[src/rtl/sat_cnt.sv]
// Saturating up-counter.
//   clk, rst : clock, async active-high reset
//   inc      : count up by one unless already at all-ones
//   clr      : synchronous clear, wins over inc
//   cnt      : registered count value
module sat_cnt #(
   parameter int unsigned WIDTH = 8
) (
   input  logic             clk,
   input  logic             rst,
   input  logic             inc,
   input  logic             clr,
   output logic [WIDTH-1:0] cnt
);

   logic [WIDTH-1:0] cnt_q;

   // Count register: hold at all-ones once saturated.
   always_ff @(posedge clk or posedge rst) begin
      if (rst) begin
         cnt_q <= '0;
      end else if (clr) begin
         cnt_q <= '0;
      end else if (inc && (cnt_q != {WIDTH{1'b1}})) begin
         cnt_q <= cnt_q + WIDTH'(1);
      end
   end

   assign cnt = cnt_q;

endmodule : sat_cnt

[config.mk]
export PLATFORM = sky130hd
export DESIGN_NAME = sat_cnt
export DESIGN_NICKNAME = d
export VERILOG_FILES = /design/src/rtl/sat_cnt.sv
export SDC_FILE = /design/constraint.sdc
export NUM_CORES = 1
export LEC_CHECK = 0
export CAP_MARGIN = 5
export CORE_AREA = 3 3 40 42
export CTS_CLUSTER_SIZE = 40
export DETAILED_ROUTE_END_ITERATION = 10
export DIE_AREA = 0 0 43 45
export REMOVE_ABC_BUFFERS = 1
export SETUP_SLACK_MARGIN = 0.15
export SYNTH_ARGS = -nofsm -noshare
export SYNTH_HDL_FRONTEND = slang
export SYNTH_SLANG_ARGS = --single-unit
[constraint.sdc]
create_clock -name clk -period 1.84 [get_ports clk]
set_input_delay 0.46 -clock clk [delete_from_list [all_inputs] [get_ports clk]]
set_output_delay 0.46 -clock clk [all_outputs]
set_load 0.005 [all_outputs]
After elaboration in Yosys (flattened, before gate mapping)
Cells that the tools add are included.
{"block": "op_classes", "n_mux": 2, "n_eq_ne": 1, "n_reduce_logical": 2, "add_sub_neg": 1}
{"op": "two-way mux 8 bit", "count": 2}
{"op": "adder 8 x 1 -> 8 bit, second input constant", "count": 1}
{"op": "inequality test 8 bit, second input constant", "count": 1}
{"op": "nonzero test 2 bit", "count": 1}
{"op": "logical AND 1 bit", "count": 1}
{"block": "totals", "output_inout_bits": 8, "word_cells": 7, "in_bits": 4, "reg_bits": 8}

Depth between registers and ports, before layout
Gate-level depths: netlist (run 1).
{"block": "depth", "ltp_word": 4, "mapped_depth": 4, "mapped_depth_nobuf": 4}

Worst setup path before layout (run 1)
Ideal clock, no wire load.
{"block": "synth_path", "kind": "register -> register", "start": "register cnt_q[0] (netlist: cnt[0])", "end": "register cnt_q[5] (netlist: cnt[5])", "n_path_buf": 0, "synth_period_minus_slack_ns": 1.558, "t_arrival_ns": 1.433, "path_slack_ns": 0.282, "stages_incl_launch_ff": 5, "setup_time_ns": 0.125, "required_time_ns": 1.715, "path_cell_list": "dfrtp_1 ha_1 and3_1 a211oi_2 mux2_4"}
{"block": "synth_via", "elab_chain_cells": 3, "elab_cells_between_ends": 6, "cone_classes": "add/sub: 1; eq/ne: 1; mux: 2; reduce/logical: 2"}
{"element": "start, declared", "line": "16", "source": "logic [WIDTH-1:0] cnt_q;"}
{"element": "start signal, assigned", "line": "25", "source": "cnt_q <= cnt_q + WIDTH'(1);"}
{"element": "adder 8 x 1 -> 8 bit or inequality test 8 bit (tied branches)", "line": "25, 24"}
{"element": "two-way mux 8 bit or logical AND 1 bit (tied branches)", "line": "24", "source": "end else if (inc && (cnt_q != {WIDTH{1'b1}})) begin"}
{"element": "two-way mux 8 bit or nonzero test 2 bit (tied branches)"}
Parallel ways exist; a longest one is shown, timed or not. The select of a mux whose other input is x is not followed.
A chain may end at the register's enable or synchronous reset.

Worst setup path in the final report (run 1)
Same ends and word-level chain as after synthesis.

==> flow_summary.ini, run 1 <==
[timing]
setup_viol = 0
tns_ns = 0
fin_hold_ws_ns = 0.4455
maxSlewHeadroom_pct = 76.16
worst_slew_pin_slew_ns = 0.3565
period_minus_slack_ns = 1.658
hold_violations = 0
post-route-period-util_pct = 90.14
max_freq_mhz = 603.0
slew_viol_final = 0
timing.final.ws_setup_ns = 0.1815
skew_ns = 0.006764
rsz0062_at_grt = yes

[placement]
hpwl_um = 764.6
pre_cts_ws_ns = 0.02035
gp_congestion = 0.7173
portBuffers = 11
dp.cells = 75

[logic_synthesis]
syn_area_um2 = 504.2
muxShareOfSynthArea_pct = 13.90
synth_seq_cells = 8
yosys_most_used_dff = dfrtp_1
synth_top_family_by_area = simple AND/OR/NAND/NOR gates
synth_edf_count = 0
yosys.area_share.adder_pct = 2.481
seq_area_frac_synth_pct = 39.70
synth-simple-area-share_pct = 23.82
postSynthAreaPerCell_um2 = 10.29
synth-compound-area-share_pct = 15.63
syn_inst = 49
ys_warn_count = 0
synthXorXnorAreaFrac_pct = 0
ys_types = 25
ys_async_sr_fraction_pct = 100.0

[route]
vias = 437
wl_per_cell_um = 13.99
postRouteAntennaNets = 0
via_per_inst = 5.329
drcViolationCount = 0
dr.pass1.iters = 4
initialDrtViolationCount = 13
totalWireLength_mm = 1.147

[clocking]
cts_inserted_buffers = 3
cts_max_level = 1
cts-root-buf = clkbuf_4
path_clk_slew_ns = 0.06
clk_path_buf_depth = 2
cts_tree = yes
cts_num_sinks = 8
clock_latency_ns = 0.26
hold_buffers = 0

[layout]
final_nets = 74
largest_register_ffs = 8
area_growth_pct = 36.97
n_antenna_cell = 0
final_util_pct = 53.75
fill_cells = 122
fin_cells = 82
drive_gt1_share_pct = 31.34

[power]
p_int_mw = 0.2795
pwr-share-clk_pct = 38.0
power.density_mw_per_mm2 = 534.1
seqPwrFrac_pct = 50.5
p_comb_share_pct = 11.5
peakVddDrop_mv = 0.3536
power.leakage_nw = 0.3107
p_sw_share_pct = 24.22
power.net_switching_mw = 0.08933

[floorplan]
io_pins = 12
fp.coreArea_mm2 = 0.001285
die_h_um = 45
dieArea_mm2 = 0.001935
fp.dieW_um = 43
start_util_pct = 39.24
rows = 13

[worst_setup_path]
cp-start-kind = flip-flop
reg2reg_from = cnt[0]
path_class = flip-flop to flip-flop
cp-end-kind = flip-flop
required_ns = 1.99
r2r_end = cnt[5]
r2r_slack_ns = 0.18
arrival_ns = 1.81
r2r_cells = 4
crit_fanout = 5

[global_routing]
grt_pass1_vias = 427
grt_pass1_wl_mm = 1.904
gr-total-overflow = 0
grt.total_usage_pct = 13.55
antenna_found_initial = 0
grt_start_max_net_pins = 11

[flow_run]
maxCapViolations = 0

[outcome]
status = finished clean

[min_path]
hp-class = input pin to asynchronous set/reset pin
per-layer routing:
metal  global-route usage (%)  share of wire [%]
met2                    20.06                 47
met1                    17.91                 46
met4                    9.639                2.4
met3                    2.390                5.0
met5                        0                  0
repair_timing:
item | CTS | global route
setup buffers | 1 | 3
pin swaps | 0 | 0
endpoints found under the setup margin | 3 | 5
resized for setup | 2 | 2
cell families after synthesis:
logic type,after synthesis
multiplexers,5
buffers and inverters,4
flip-flops,8
adder cells (fa/ha/maj),1
AO/OA/AOI/OAI,9
AND/OR/NAND/NOR,22
power by group through the flow:
stage	Clock [mW]	Combinational [mW]	Sequential [mW]
after floorplan	0	0.0183	0.188
after global placement	0	0.0419	0.189
after detailed placement	0	0.0427	0.189
after CTS	0.144	0.0433	0.186
after global routing	0.147	0.0479	0.187
final	0.140	0.0425	0.186
area by class of cell:
class | count | area [um2] | share of cell area (%)
Inverter | 2 | 7.507 | 1.087
Clock buffer | 3 | 22.52 | 3.261
Multi-Input combinational cell | 37 | 281.5 | 40.76
Tap cell | 15 | 18.77 | 2.717
Sequential cell | 8 | 205.2 | 29.71
Timing Repair Buffer | 17 | 155.1 | 22.46
through the flow:
stage	power, mW	cell area [um2]
after floorplan	0.2064	489.2
after global placement	0.2305	633.1
after detailed placement	0.2314	633.1
after CTS	0.3728	665.6
after global routing	0.3825	690.7
final	0.3689	690.7
Yosys cell counts (all sizes together), types with 2 or more instances:
cell type  count  share of area [%]
dfrtp          8                 40
a21oi          4                5.5
mux2           4                 12
nand2          4                3.0
nor2           4                3.0
nor2b          4                5.0
inv            2                1.5
nand3          2                2.0
nand4          2                2.5
critical path: stages, from the launching register on:
cell      delay, ns
dfrtp_2        0.43
ha_1           0.27
and3_1         0.25
a211oi_2       0.27
mux2_4         0.32
cells in the final DEF, fill, tap and decap left out, types with 2 or more instances in the layout:
cell type,Yosys,final
nor2b_1,4,4
dfrtp_2,0,4
clkdlybuf4s50_1,0,11
nand2_1,4,4
nand4_1,2,2
a21oi_2,2,2
mux2_4,4,4
dfrtp_1,8,4
nor2_1,4,4
inv_1,2,2
buf_4,0,6
nand3_1,2,2
a21oi_1,2,2
clkbuf_4,0,3
worst max path at each step:
stage | from | end | cells past startpoint
floorplan | cnt[0] | cnt[5] | 4
global placement | inc | cnt[5] | 4
detailed placement | inc | cnt[5] | 4
CTS | cnt[0] | cnt[0] | 1
global route | cnt[0] | cnt[5] | 4
finish | cnt[0] | cnt[5] | 4
Note: power is estimated with default switching activity, not from simulation.
==> run 2: changes to the inputs <==
--- a/config.mk
+++ b/config.mk
@@ -6,10 +6,10 @@
 export NUM_CORES = 1
 export LEC_CHECK = 0
 export CAP_MARGIN = 5
-export CORE_AREA = 3 3 40 42
+export CORE_AREA = 2 2 39 41
 export CTS_CLUSTER_SIZE = 40
 export DETAILED_ROUTE_END_ITERATION = 10
-export DIE_AREA = 0 0 43 45
+export DIE_AREA = 0 0 41 43
 export REMOVE_ABC_BUFFERS = 1
 export SETUP_SLACK_MARGIN = 0.15
 export SYNTH_ARGS = -nofsm -noshare
==> flow_summary.ini, run 2 (synthesized netlist as in run 1, its figures left out) <==
[timing]
tns_ns = 0
slew_viol_final = 0
skew_ns = 0.004770
max_freq_mhz = 607.8
rsz0062_at_grt = no
post-route-period-util_pct = 89.41
maxSlewHeadroom_pct = 76.77
setup_viol = 0
period_minus_slack_ns = 1.645
hold_violations = 0
worst_slew_pin_slew_ns = 0.3473

[clocking]
cts_tree = yes
cts_inserted_buffers = 3
hold_buffers = 0
clock_latency_ns = 0.26
cts-root-buf = clkbuf_4
cts_num_sinks = 8
path_clk_slew_ns = 0.05
cts_max_level = 1
clk_path_buf_depth = 2

[global_routing]
gr-total-overflow = 0
grt_pass1_wl_mm = 1.711
grt.total_usage_pct = 14.95
grt_pass1_vias = 420
antenna_found_initial = 0
grt_start_max_net_pins = 11

[floorplan]
io_pins = 12
fp.dieW_um = 41
die_h_um = 43
dieArea_mm2 = 0.001763
fp.coreArea_mm2 = 0.001384
start_util_pct = 36.44
rows = 14

[worst_setup_path]
critPathSlowestCell = clkdlybuf4s50_1
required_ns = 1.38
path_class = flip-flop to primary output
arrival_ns = 1.19
crit_family = buffers and inverters
slowest_delay_ns = 0.52
cp-end-kind = primary output
critPathBufInv = 1
cp-start-kind = flip-flop
path_cells = clkdlybuf4s50_1
crit_fanout = 7

[placement]
dp.cells = 76
hpwl_um = 773.1
gp_congestion = 0.8113
placed_area_um2 = 634.4
portBuffers = 11

[power]
p_total_mw = 0.3683
peakVddDrop_mv = 0.2951
power.leakage_nw = 0.3324
power.density_mw_per_mm2 = 526.6

[layout]
stdcell_area_um2 = 699.4
n_antenna_cell = 0
area_growth_pct = 38.71
final_nets = 75
drive_gt1_share_pct = 29.41
fill_cells = 141
final_util_pct = 50.54
fin_cells = 84
final_cell_mix = clkdlybuf4s50_1 (10), buf_4 (7), dfrtp_1 (6)
final_common_cell = clkdlybuf4s50_1
largest_register_ffs = 8

[min_path]
hp-class = input pin to asynchronous set/reset pin

[route]
initialDrtViolationCount = 1
vias = 424
postRouteAntennaNets = 0
wl_per_cell_um = 12.30
dr.pass1.iters = 4
drcViolationCount = 0
via_per_inst = 5.048
totalWireLength_mm = 1.033

[outcome]
status = finished clean

[flow_run]
maxCapViolations = 0
## run 2: metal layers
metal / track usage (%) / vias to the layer above / share of wire (%)
li1: - / 212 / -
met1: 16.72 / 197 / 43
met2: 21.88 / 12 / 48
met3: 9.424 / 3 / 6.8
met4: 6.000 / 0 / 1.6
met5: 0 / - / 0
## run 2: final timing paths
path | start | end | slack [ns] | cells after the start
worst max-delay path | cnt[7] | cnt[7] | 0.19 | 1
worst min-delay path | rst | cnt[5] | 0.45 | 2
worst max register to register | cnt[0] | cnt[5] | 0.20 | 4
worst min register to register | cnt[1] | cnt[1] | 0.57 | 2
max in group asynchronous | rst | cnt[7] | 1.12 | 2
min in group clk | cnt[1] | cnt[1] | 0.57 | 2
## run 2: report_power, final
group	total (mW)	internal, mW	switching [mW]
combinational	0.0486	0.0285	0.0201
clock	0.135	0.0746	0.0600
sequential	0.185	0.180	0.00468
## run 2: layout make-up
cell class	instances	area (um2)	share of cell area [%]
Multi-Input combinational cell	37	281.5	40.25
Clock buffer	3	22.52	3.220
Timing Repair Buffer	18	165.2	23.61
Sequential cell	8	202.7	28.98
Inverter	2	7.507	1.073
Tap cell	16	20.02	2.862
## run 2: repair_timing
action / CTS / global route
pin swaps: 0 / 0
gates resized for setup: 1 / 2
setup buffers: 2 / 3
endpoints found under the setup margin: 3 / 4
## run 2: per-stage QoR
stage,hold slack [ns],setup slack [ns]
finish,0.4522,0.1948
global route,0.4981,0.1410
CTS,0.4566,0.1549
detailed placement,0.5780,-0.01694
global placement,0.5604,0.03108
floorplan,0.2757,0.2818
==> patch 1: new RTL, settings of run 2 <==
The parameter `WIDTH` goes from 8 to 7.
--- a/src/rtl/sat_cnt.sv
+++ b/src/rtl/sat_cnt.sv
@@ -6,3 +6,3 @@
 module sat_cnt #(
-   parameter int unsigned WIDTH = 8
+   parameter int unsigned WIDTH = 7
 ) (
Ports: changed (resized cnt); port bits go from 12 to 11. No check against the original RTL was run, so the function may have changed too.
==> patch 1 against run 2 <==
Sequential cell count is 1 lower. Total power shrank 8.3%. Worst hold slack worse by 0.0056 ns. Core utilization is 8.1 points lower. Cell area decreased by 16%. Wire length fell by 14%. Critical path type unchanged. Synthesized area fell by 21%. Register-to-register slack gained 0.09 ns. Sequential share of layout area is 1.5 points higher. Die area unchanged. Non-clock buffer count fell by 3. Critical endpoint is now cnt[3]. Worst setup slack improved by 0.021 ns. First-iteration DRC count rose to 10 times the old value.
==> patch 1: results (changes against run 2) <==
{| class="wikitable"
! Metric !! Value
|-
| Global Route Usage Sum || 12.0% (was 14.9%)
|-
| Ranking of synthesized cells by area || dfrtp_1 (44%), mux2_4 (7.5%), a211oi_1 (3.8%), ha_1 (3.1%), nand2b_1 (3.1%) (was dfrtp_1 (40%), mux2_4 (12%), nor2b_1 (5.0%), a21oi_2 (3.5%), nand2_1 (3.0%))
|-
| Routed wire length || 888 µm (was 1030 µm)
|-
| Flip-flop count of the largest register, all copies and words added || 7 (was 8)
|-
| Via count || 365 (was 424)
|-
| Worst min-delay path category || input pin to async pin (unchanged)
|-
| Worst ir drop on vdd || 0.000323 V (was 0.000295 V)
|-
| Compound-Gate Fraction of Synth Area || 16.9% (was 15.6%)
|-
| Share of cells above drive strength 1 || 30.4% (was 29.4%)
|-
| Vias in the first global route || 311 (was 420)
|-
| CTS max path bufs || 2 (unchanged)
|-
| Fraction of registers with async set or reset after synthesis || 100% (unchanged)
|-
| Power per standard cell area || 575 nW/µm² (was 527 nW/µm²)
|-
| Number of cells after detailed placement || 63 (was 76)
|-
| IO buf count || 10 (was 11)
|-
| Post-DP HPWL || 607 µm (was 773 µm)
|-
| Worst clock skew || 0.00613 ns (was 0.00477 ns)
|-
| Cell with the most instances after synthesis || dfrtp_1 (unchanged)
|-
| Status || finished clean (unchanged)
|-
| Fraction of synthesized area in multiplexers || 10.0% (was 13.9%)
|-
| First-pass GRT wire length || 1350 µm (was 1710 µm)
|-
| Adder and majority cell fraction of the synthesized area || 3.13% (was 2.48%)
|-
| Pre-CTS setup slack || 0.0283 ns (was -0.0169 ns)
|-
| Leakage || 0.261 nW (was 0.332 nW)
|-
| Cell types with the highest counts after synthesis || dfrtp_1 (7), nor2_1 (3) (was dfrtp_1 (8), mux2_4 (4), nand2_1 (4), nor2_1 (4), nor2b_1 (4))
|-
| Layout Nets || 62 (was 75)
|-
| Latest clock arrival within the worst-skew pair || 0.25 ns
|-
| Slew at the pin closest to its max-slew limit || 0.386 ns (was 0.347 ns)
|-
| Violation count after the first detailed-route iteration || 10 (was 1)
|-
| Max Fanout on Critical Path || 6 (was 7)
|-
| Crit path DAT || 1.16 ns (was 1.19 ns)
|-
| Portion of the post-synthesis area used by sequential elements || 43.8% (was 39.7%)
|-
| Mapped Cells || 38 (was 49)
|-
| Placed standard-cell area || 517 µm² (was 634 µm²)
|-
| Maximum level of the CTS H-tree || 1 (unchanged)
|-
| Number of distinct library cells after synthesis || 23 (was 25)
|-
| YS warnings || 0 (unchanged)
|-
| Global placement routability congestion || 0.738 (was 0.811)
|-
| # fillers || 133 (was 141)
|-
| Pin count of the biggest net entering global routing || 11 (unchanged)
|-
| Via-to-Cell Ratio || 5.07 (was 5.05)
|}
## patch 1: cell types whose count changed after synthesis, moves of 2 or more
cell,delta
mux2_4,-2
nand3_1,-2
nor2b_1,-2
a211oi_1,+2
nand2_1,-3
## patch 1: what timing repair did
action,in CTS,in global routing
buffers inserted,0,5
hold endpoints to repair,0,0
resized for setup,2,2
endpoints found under the setup margin,2,5
## patch 1: where the power goes
part	switching [mW]	internal (mW)
registers	0.00475	0.158
logic	0.0152	0.0221
clock network	0.0546	0.0826
## patch 1: layer usage
metal | part of all wire [%] | wire length, µm | vias up | global-route usage [%]
li1 | - | - | 178 | -
met1 | 46 | 409 | 171 | 15.1
met2 | 46 | 410 | 14 | 16.3
met3 | 5.3 | 47 | 2 | 6.28
met4 | 2.3 | 20 | 0 | 6.00
met5 | 0 | 0 | - | 0
## patch 1: cell type report
type / instances / share of cell area, %
multi-input cells: 28 / 36.5
flip-flops and latches: 7 / 30.5
repair buffers: 15 / 23.9
clock buffers: 4 / 4.48
well taps: 16 / 3.41
inverters: 2 / 1.28
## patch 1: cells by family after synthesis
| logic type | count (synthesis) |
|---|---|
| muxes | 3 |
| and+or+nand+nor | 15 |
| DFF | 7 |
| adders and majority gates | 1 |
| AOI/OAI and AO/OA | 9 |
| buffers and inverters | 3 |
## patch 1: path summary, 6_finish.rpt
kind                            cells after the start   start  endpoint  slack, ns
worst max-delay path                                1  cnt[3]    cnt[3]       0.22
worst min-delay path                                2     rst    cnt[0]       0.45
worst max register to register                      4  cnt[0]    cnt[5]       0.29
worst min register to register                      2  cnt[1]    cnt[1]       0.59
max in group asynchronous                           2     rst    cnt[3]       1.15
min in group clk                                    2  cnt[1]    cnt[1]       0.59
==> patch 2: new RTL, settings of run 2 <==
Made on the original files. Add an input register stage for `inc` and `clr`, without a reset; this delays them by one clock.
--- a/src/rtl/sat_cnt.sv
+++ b/src/rtl/sat_cnt.sv
@@ -15,2 +15,10 @@
 
+   logic inc_q;
+   logic clr_q;
+
+   always_ff @(posedge clk) begin
+      inc_q <= inc;
+      clr_q <= clr;
+   end
+
    logic [WIDTH-1:0] cnt_q;
@@ -21,5 +29,5 @@
          cnt_q <= '0;
-      end else if (clr) begin
+      end else if (clr_q) begin
          cnt_q <= '0;
-      end else if (inc && (cnt_q != {WIDTH{1'b1}})) begin
+      end else if (inc_q && (cnt_q != {WIDTH{1'b1}})) begin
          cnt_q <= cnt_q + WIDTH'(1);
Check against the original RTL: not equivalent (a bounded check fails within 4 cycles, from zero or initial values and one cycle with rst high).
==> patch 2 against run 2 <==
Worst setup slack improved by 0.025 ns. First-iteration DRC count rose to 20 times the old value. Critical path type unchanged. Largest cell class unchanged. Critical path depth did not move. Total power rose by 12%. Maximum frequency rose by 1.5%. Cell area rose by 3.8%. Worst hold slack got worse by 0.0020 ns. Sequential cell count rose by 2. Wire length rose by 7.0%. Count of clock-buffer cells in the layout did not move. Synthesized area rose by 7.9%.
==> patch 2: results (changes against run 2) <==
{| class="wikitable"
! Metric !! Value
|-
| Clock Tree Root || clkbuf_4 (unchanged)
|-
| # fillers || 136 (was 141)
|-
| Critical Path Max Stage Delay || 0.51 ns
|-
| Fraction of registers with async set or reset after synthesis || 80.0% (was 100%)
|-
| Ranking of synthesized cells by area || dfrtp_1 (37%), mux2_4 (11%), dfxtp_1 (7.4%), nor2b_1 (4.6%), a21oi_2 (3.2%) (was dfrtp_1 (40%), mux2_4 (12%), nor2b_1 (5.0%), a21oi_2 (3.5%), nand2_1 (3.0%))
|-
| Worst ir drop on vdd || 0.000479 V (was 0.000295 V)
|-
| Post-CTS Hold Fix Bufs || 0 (unchanged)
|-
| YS warnings || 0 (unchanged)
|-
| Mapped Cells || 51 (was 49)
|-
| Global placement routability congestion || 0.799 (was 0.811)
|-
| Reg clk slew, reported paths || 0.06 ns
|-
| Latest clock arrival within the worst-skew pair || 0.26 ns (about the same)
|-
| IO buf count || 11 (unchanged)
|-
| Status || finished clean (unchanged)
|-
| Antenna violations before repair || 0 (unchanged)
|-
| Max Fanout on Critical Path || 6 (was 7)
|-
| Global Route Usage Sum || 14.5% (was 14.9%)
|-
| Gate family responsible for the most delay along the worst path || buffers and inverters (unchanged)
|-
| Pin count of the biggest net entering global routing || 11 (unchanged)
|-
| Portion of the post-synthesis area used by sequential elements || 44.1% (was 39.7%)
|-
| Detailed-route DRC error count || 0 (unchanged)
|-
| Layout Nets || 75 (unchanged)
|-
| CP max stage cell || clkdlybuf4s50_1 (unchanged)
|-
| Crit path DAT || 1.16 ns (was 1.19 ns)
|-
| Sum of overflow across all layers after global routing || 0 (unchanged)
|-
| Worst min-delay path category || input pin to async pin (unchanged)
|-
| Number of distinct library cells after synthesis || 26 (was 25)
|-
| Cell types with the highest counts after synthesis || dfrtp_1 (8), mux2_4 (4), nand2_1 (4), nor2_1 (4), nor2b_1 (4) (unchanged)
|-
| Ant. Diodes || 0 (unchanged)
|-
| Number of enable flip-flop cells after synthesis || 0 (unchanged)
|-
| Post-DP HPWL || 759 µm (was 773 µm)
|-
| Leakage || 0.344 nW (was 0.332 nW)
|-
| Number of CTS-inserted buffers || 3 (unchanged)
|-
| First-pass GRT wire length || 1730 µm (was 1710 µm)
|-
| Flip-flop count of the largest register, all copies and words added || 8 (unchanged)
|-
| Sequential group share of total power || 56.7% (was 50.3%)
|-
| Number of iterations in the first detailed-routing pass || 4 (unchanged)
|-
| Number of cells after detailed placement || 76 (unchanged)
|-
| Maximum level of the CTS H-tree || 1 (unchanged)
|-
| Share of cells above drive strength 1 || 27.9% (was 29.4%)
|-
| Routed wire length || 1110 µm (was 1030 µm)
|-
| Sw frac || 21.7% (was 23.0%)
|-
| Via-to-Cell Ratio || 5.37 (was 5.05)
|-
| Worst clock skew || 0.00648 ns (was 0.00477 ns)
|-
| Vias in the first global route || 377 (was 420)
|-
| Slew at the pin closest to its max-slew limit || 0.353 ns (was 0.347 ns)
|-
| Average wire per standard cell || 13.2 µm (was 12.3 µm)
|-
| Violation count after the first detailed-route iteration || 20 (was 1)
|}
==> patch 2: changes by cell type in the layout (fill, tap and decap cells not counted), sizes merged <==
cell / delta
buf: -2
dfxtp: +2
==> patch 2: cell type report <==
class                   instances  area share (%)
clock buffers                   3            3.10
repair buffers                 16            20.7
well taps                      16            2.76
multi-input cells              37            38.8
flip-flops and latches         10            33.6
inverters                       2            1.03
==> patch 2: final timing paths <==
check                           slack [ns]     end  startpoint  cells past startpoint
worst max-delay path                  0.22  cnt[4]      cnt[4]                      1
worst min-delay path                  0.45  cnt[5]         rst                      2
worst max register to register        0.23  cnt[5]      cnt[0]                      4
worst min register to register        0.57  cnt[1]      cnt[1]                      2
max in group asynchronous             1.12  cnt[7]         rst                      2
min in group clk                      0.57  cnt[1]      cnt[1]                      2
==> patch 2: kinds of logic after synthesis <==
| family | after synthesis | synth area share, % |
|---|---|---|
| AO/OA/AOI/OAI | 9 | 14.5 |
| adder cells (fa/ha/maj) | 1 | 2.30 |
| buffers and inverters | 4 | 4.14 |
| flip-flops | 10 | 44.1 |
| multiplexers | 5 | 12.9 |
| AND/OR/NAND/NOR | 22 | 22.1 |
==> patch 2: metal layers <==
metal,up-vias,global-route usage (%),share of wire [%]
met2,24,19.1,47
met4,0,6.00,3.1
met1,209,21.1,44
li1,214,-,-
met3,4,4.71,6.6
met5,-,0,0
==> patch 2: power by group through the flow <==
| stage | logic [mW] | clock network, mW | registers, mW |
|---|---|---|---|
| finish | 0.0372 | 0.142 | 0.235 |
| CTS | 0.0381 | 0.145 | 0.235 |
| global placement | 0.0365 | 0 | 0.239 |
| floorplan | 0.0181 | 0 | 0.238 |
| detailed placement | 0.0368 | 0 | 0.240 |
| global route | 0.0418 | 0.161 | 0.236 |
==> patch 2: repair_timing <==
item | 4_1_cts | 5_1_grt
resized for setup | 2 | 2
buffers inserted | 1 | 4
pin swaps | 0 | 0
endpoints found under the setup margin | 3 | 4
==> patch 2: through the flow <==
step	area [µm²]	util (%)	total power, mW	setup slack [ns]
after global placement	659	47.6	0.276	0.261
after global routing	726	52.4	0.439	0.168
after CTS	692	50.0	0.418	0.177
after floorplan	529	-	0.256	0.282
final	726	52.4	0.414	0.220
after detailed placement	659	47.6	0.277	0.217
